File: src/rtl/mine_pkg.sv
`timescale 1ns/1ps
// mine_pkg: board geometry, FSM state encoding and LFSR constants shared by the
// mine placer and its LFSR.
package mine_pkg;

    localparam int BOARD_CELLS = 9;
    localparam int CELL_IDX_W  = 4;
    localparam int LFSR_W      = 8;

    // Feedback taps 7,5,4,3 give the maximal-length polynomial x^8+x^6+x^5+x^4+1.
    localparam logic [LFSR_W-1:0] LFSR_TAPS = 8'hB8;

    typedef enum logic [1:0] {
        ST_IDLE  = 2'd0,
        ST_PLACE = 2'd1,
        ST_DONE  = 2'd2
    } state_t;

    function automatic logic [LFSR_W-1:0] lfsrNext(input logic [LFSR_W-1:0] cur);
        return {cur[LFSR_W-2:0], ^(cur & LFSR_TAPS)};
    endfunction

endpackage

File: src/rtl/mine_lfsr.sv
`timescale 1ns/1ps
// mine_lfsr: free-running 8-bit Fibonacci LFSR, loaded with i_seed on reset.
// The seed must be non-zero; the parent guarantees this.
module mine_lfsr
    import mine_pkg::*;
(
    input  logic              i_clock,
    input  logic              i_reset,
    input  logic [LFSR_W-1:0] i_seed,
    output logic [LFSR_W-1:0] o_state
);

    logic [LFSR_W-1:0] r_state;

    always_ff @(posedge i_clock) begin
        if (i_reset) begin
            r_state <= i_seed;
        end else begin
            r_state <= lfsrNext(r_state);
        end
    end

    assign o_state = r_state;

endmodule

File: src/rtl/mine_placer.sv
`timescale 1ns/1ps
// mine_placer: places a clamped number of mines on a 3x3 board from LFSR candidates.
// Define MINE_PLACER_SAFE_CELL_EN to add in_safe_cell, a cell that never gets a mine.
module mine_placer
    import mine_pkg::*;
#(
    parameter logic [LFSR_W-1:0] LFSR_SEED = 8'hA5,
    parameter int                MAX_MINES = 8
) (
    input  logic                   in_clka,
    input  logic                   in_restart,
    input  logic                   in_place,
    input  logic [CELL_IDX_W-1:0]  in_mine_count,
`ifdef MINE_PLACER_SAFE_CELL_EN
    input  logic [CELL_IDX_W-1:0]  in_safe_cell,
`endif
    output logic [BOARD_CELLS-1:0] out_mines,
    output logic                   out_place_done,
    output logic                   out_busy,
    output logic [1:0]             out_state
);

    // An all-zero seed would lock the LFSR, so it is replaced by 1.
    localparam logic [LFSR_W-1:0]     SEED_EFF  = (LFSR_SEED == '0) ? 8'h01 : LFSR_SEED;
    localparam logic [CELL_IDX_W-1:0] MAX_CLAMP = CELL_IDX_W'(MAX_MINES);
    localparam logic [CELL_IDX_W-1:0] NUM_CELLS = CELL_IDX_W'(BOARD_CELLS);

    state_t                 r_state;
    state_t                 w_nextState;
    logic [BOARD_CELLS-1:0] r_mines;
    logic [CELL_IDX_W-1:0]  r_remaining;
    logic [LFSR_W-1:0]      w_lfsr;
    logic [CELL_IDX_W-1:0]  w_candidate;
    logic [BOARD_CELLS-1:0] w_candMask;
    logic [CELL_IDX_W-1:0]  w_clampedCount;
    logic                   w_candFree;
    logic                   w_candSafe;
    logic                   w_accept;
    logic                   w_unusedLfsr;

    mine_lfsr u_lfsr (
        .i_clock (in_clka),
        .i_reset (in_restart),
        .i_seed  (SEED_EFF),
        .o_state (w_lfsr)
    );

    assign w_candidate  = w_lfsr[CELL_IDX_W-1:0];
    assign w_unusedLfsr = ^w_lfsr[LFSR_W-1:CELL_IDX_W];
    assign w_candMask   = BOARD_CELLS'(1) << w_candidate;
    assign w_candFree   = (w_candidate < NUM_CELLS) && ((r_mines & w_candMask) == '0);

`ifdef MINE_PLACER_SAFE_CELL_EN
    logic [CELL_IDX_W-1:0] r_safeCell;

    always_ff @(posedge in_clka) begin
        if (in_restart) begin
            r_safeCell <= '1;
        end else if (r_state == ST_IDLE && in_place) begin
            r_safeCell <= in_safe_cell;
        end
    end

    assign w_candSafe = (r_safeCell >= NUM_CELLS) || (w_candidate != r_safeCell);
`else
    assign w_candSafe = 1'b1;
`endif

    // Once the count is exhausted the map is frozen while the FSM moves to DONE.
    assign w_accept = (r_state == ST_PLACE) && (r_remaining != '0) && w_candFree && w_candSafe;

    always_comb begin
        w_clampedCount = in_mine_count;
        if (in_mine_count == '0) begin
            w_clampedCount = CELL_IDX_W'(1);
        end else if (in_mine_count > MAX_CLAMP) begin
            w_clampedCount = MAX_CLAMP;
        end
    end

    always_ff @(posedge in_clka) begin
        if (in_restart) begin
            r_state <= ST_IDLE;
        end else begin
            r_state <= w_nextState;
        end
    end

    always_comb begin
        w_nextState = r_state;
        case (r_state)
            ST_IDLE:  if (in_place) w_nextState = ST_PLACE;
            ST_PLACE: if (r_remaining == '0) w_nextState = ST_DONE;
            ST_DONE:  w_nextState = ST_IDLE;
            default:  w_nextState = ST_IDLE;
        endcase
    end

    always_ff @(posedge in_clka) begin
        if (in_restart) begin
            r_mines     <= '0;
            r_remaining <= '0;
        end else if (r_state == ST_IDLE && in_place) begin
            r_mines     <= '0;
            r_remaining <= w_clampedCount;
        end else if (w_accept) begin
            r_mines     <= r_mines | w_candMask;
            r_remaining <= r_remaining - CELL_IDX_W'(1);
        end
    end

    always_comb begin
        out_place_done = (r_state == ST_DONE);
        out_busy       = (r_state == ST_PLACE) || (r_state == ST_DONE);
        out_state      = r_state;
        out_mines      = r_mines;
    end

endmodule

File: config.mk
export PLATFORM = sky130hd
export DESIGN_NAME = mine_placer
export DESIGN_NICKNAME = d
export VERILOG_FILES = /design/src/rtl/mine_pkg.sv /design/src/rtl/mine_lfsr.sv /design/src/rtl/mine_placer.sv
export SDC_FILE = /design/constraint.sdc
export NUM_CORES = 1
export LEC_CHECK = 0
export ABC_AREA = 1
export CAP_MARGIN = 20
export CORE_MARGIN = 2
export CORE_UTILIZATION = 50
export DETAILED_ROUTE_END_ITERATION = 7
export PLACE_DENSITY = 0.82
export REMOVE_ABC_BUFFERS = 1
export SLEW_MARGIN = 20
export SYNTH_ARGS = -nofsm -noshare
export SYNTH_HDL_FRONTEND = slang
export SYNTH_SLANG_ARGS = --single-unit
File: constraint.sdc
create_clock -name in_clka -period 2.2 [get_ports in_clka]
set_input_delay 0.22 -clock in_clka [delete_from_list [all_inputs] [get_ports in_clka]]
set_output_delay 0.22 -clock in_clka [all_outputs]
set_load 0.02 [all_outputs]
==> results.sh <==
export IMPL_postRouteAntennaNets=0
export IMPL_cts_sinks=23
export IMPL_synthDominantCellAreaShare_pct=39.40
export IMPL_slew_viol_final=0
export IMPL_synth_avg_cell_area_sq_um=8.004
export IMPL_diodes=0
export IMPL_synthTopCellsByArea="dfxtp_1 (39%), nor2_2 (7.0%), nand2_1 (6.7%), nor2_1 (5.8%), o21a_1 (5.8%)"
export IMPL_first_iter_violations=28
export IMPL_wl_per_cell_um=12.03
export IMPL_die_y_um=52.35
export IMPL_skew_ns=0.003894
export IMPL_cap_violations=0
export IMPL_critPathCaptureType="output pin"
export IMPL_routed_wl_um=2357
export IMPL_grt_pass1_vias=934
export IMPL_core_sq_um=2212
export IMPL_grt_max_degree=13
export IMPL_crit_fanout=4
export IMPL_clock_latency_ns=0.31
export IMPL_critPathLaunchType="register"
export IMPL_layout_common_cells="dfxtp_1 (23), nand2_1 (21), clkdlybuf4s50_1 (19)"
export IMPL_finalNonFillerCells=196
export IMPL_dp_hpwl_um=1782
export IMPL_crit_type="reg2out"
export IMPL_hold_buffers=0
export IMPL_cp_cell_sequence="inv_1 -> ha_1 -> clkdlybuf4s50_1"
export IMPL_worst_pin_slew_ns=0.3108
export IMPL_leakagePower_nw=0.5904
export IMPL_hp_class="reg2reg"
export IMPL_cts_root_buffer="clkbuf_4"
export IMPL_port_buffers=19
export IMPL_syn_area_sq_um=1169
export IMPL_setup_viol=0
export IMPL_path_buf_inv=2
export IMPL_min_period_ns=1.876
export IMPL_grt_pass1_wl_um=3981
export IMPL_seq_area_frac_synth_pct=39.40
export IMPL_areaGrowthSynthToFinish_pct=19.49
export IMPL_synth_seq_cells=23
export IMPL_routabilityCongestion=0.7699
export IMPL_die_w_um=52.35
export IMPL_place_inst=192
export IMPL_power_density_nw_per_um2=1028
export IMPL_fin_setup_tns_ns=0
export IMPL_cp_slowest_cell="clkdlybuf4s50_1"
export IMPL_drive_gt1_share_pct=19.05
export IMPL_cts_clk_slew_worst_paths_ns=0.12
export IMPL_layout_commonest_cell="dfxtp_1"
export IMPL_synth_warnings=0
export IMPL_grt_overflow_total=0
export IMPL_cp_arrival_ns=1.66
export IMPL_timing_slew_headroom_pct=79.23
export IMPL_vdd_drop_max_uv=694.3
export IMPL_grt_setup_unrepaired="no"
export IMPL_cts_htree_levels=1
export IMPL_num_io_pins=20
export IMPL_yosys_area_top_type="dfxtp_1"
export IMPL_initial_core_util_pct=52.83
export IMPL_antenna_found_initial=0
export IMPL_grt_usage_pct=19.47
export IMPL_fin_crit_sh_pct=85.27
export IMPL_cts_max_path_buffers=2
export IMPL_cts_tree="done"
export IMPL_route_detailed_drc=0
export IMPL_required_ns=1.98
export IMPL_post_cts_buffers=0
export IMPL_syn_inst=146
export IMPL_num_rows=17
export IMPL_status="finished clean"
export IMPL_slowest_delay_ns=0.59
export IMPL_hold_viol=0
export IMPL_synth_cell_type_count=25
export IMPL_final_nets=181
export IMPL_cts_resized=0
export IMPL_vias=993
export IMPL_firstDrtPassIters=5
export IMPL_vias_per_cell=5.066
export IMPL_dieArea_sq_um=2740
export IMPL_clock_fmax_ghz=0.5330
export IMPL_cpLargestDelayFamily="buffers and inverters"
export IMPL_cts_made_buffers=3
==> registers in the layout, summed over array words and instances (netlist names) <==
signal,flops
out_state,2
u_lfsr.o_state,8
r_remaining,4
out_mines,9
==> cell usage after synthesis <==
library cell	instances
nand2_2	6
nor2_1	18
o21ai_0	4
and2_4	1
nand2_1	21
or2_2	2
nor2_2	13
nand3_2	1
inv_1	14
dfxtp_1	23
xnor2_1	1
buf_6	1
nor3_1	1
ha_1	5
buf_12	1
o21a_1	9
inv_2	3
nand3_1	8
a22oi_1	2
nand3_4	1
a21boi_0	1
xor2_1	3
o21bai_1	3
a21oi_1	3
a21oi_2	1
==> power by group <==
part	total (W)	internal (W)	switching (W)
registers	0.000550	0.000488	0.0000619
clock network	0.000195	0.0000708	0.000124
logic	0.000690	0.000281	0.000409
total	0.00144	0.000840	0.000595
==> layout make-up <==
cell class,instances,area (sq um)
clock buffer,4,26.28
multi-input combinational,104,613.1
fill,205,815.8
inverter,17,63.81
sequential,23,460.4
tap,28,35.03
timing repair buffer,20,197.7
==> path summary, 6_finish.rpt <==
kind / start / to / slack, ns / cells after the start
worst max register to register: out_state[1] / r_remaining[3] / 0.42 / 10
worst min-delay path: u_lfsr.o_state[6] / u_lfsr.o_state[7] / 0.43 / 1
worst min register to register: u_lfsr.o_state[6] / u_lfsr.o_state[7] / 0.43 / 1
worst max-delay path: out_state[1] / out_busy / 0.32 / 3
==> kinds of logic (layout without fill, tap and decap cells) <==
| logic type | Yosys count | count (layout) | share of synthesized area [%] |
|---|---|---|---|
| simple gates | 72 | 72 | 30.73 |
| compound gates | 23 | 23 | 13.38 |
| flops | 23 | 23 | 39.40 |
| buf+inv | 19 | 41 | 8.137 |
| fa+ha+maj | 5 | 5 | 5.353 |
| xor+xnor | 4 | 4 | 2.998 |
==> routing by layer <==
metal / GRT usage (%) / share of wire [%]
met3: 3.429 / 3.8
met4: 6.410 / 0.89
met2: 33.75 / 49
met5: 0 / 0
met1: 24.16 / 47
==> stage by stage <==
| step | hold slack, ns | total power [W] | utilization, % | area [sq um] | setup slack, ns |
|---|---|---|---|---|---|
| 3_5_place_dp | 0.4013 | 0.001247 | 61.93 | 1370 | 0.4172 |
| 3_3_place_gp | 0.3954 | 0.001204 | 61.93 | 1370 | 0.5196 |
| 2_1_floorplan | 0.2913 | 0.001038 | - | 1137 | 0.5583 |
| 5_1_grt | 0.4490 | 0.001552 | 63.12 | 1396 | 0.2361 |
| 4_1_cts | 0.4364 | 0.001450 | 63.12 | 1396 | 0.2950 |
| 6_report | 0.4292 | 0.001435 | 63.12 | 1396 | 0.3240 |
No activity file was read; power rests on OpenSTA's default activity.
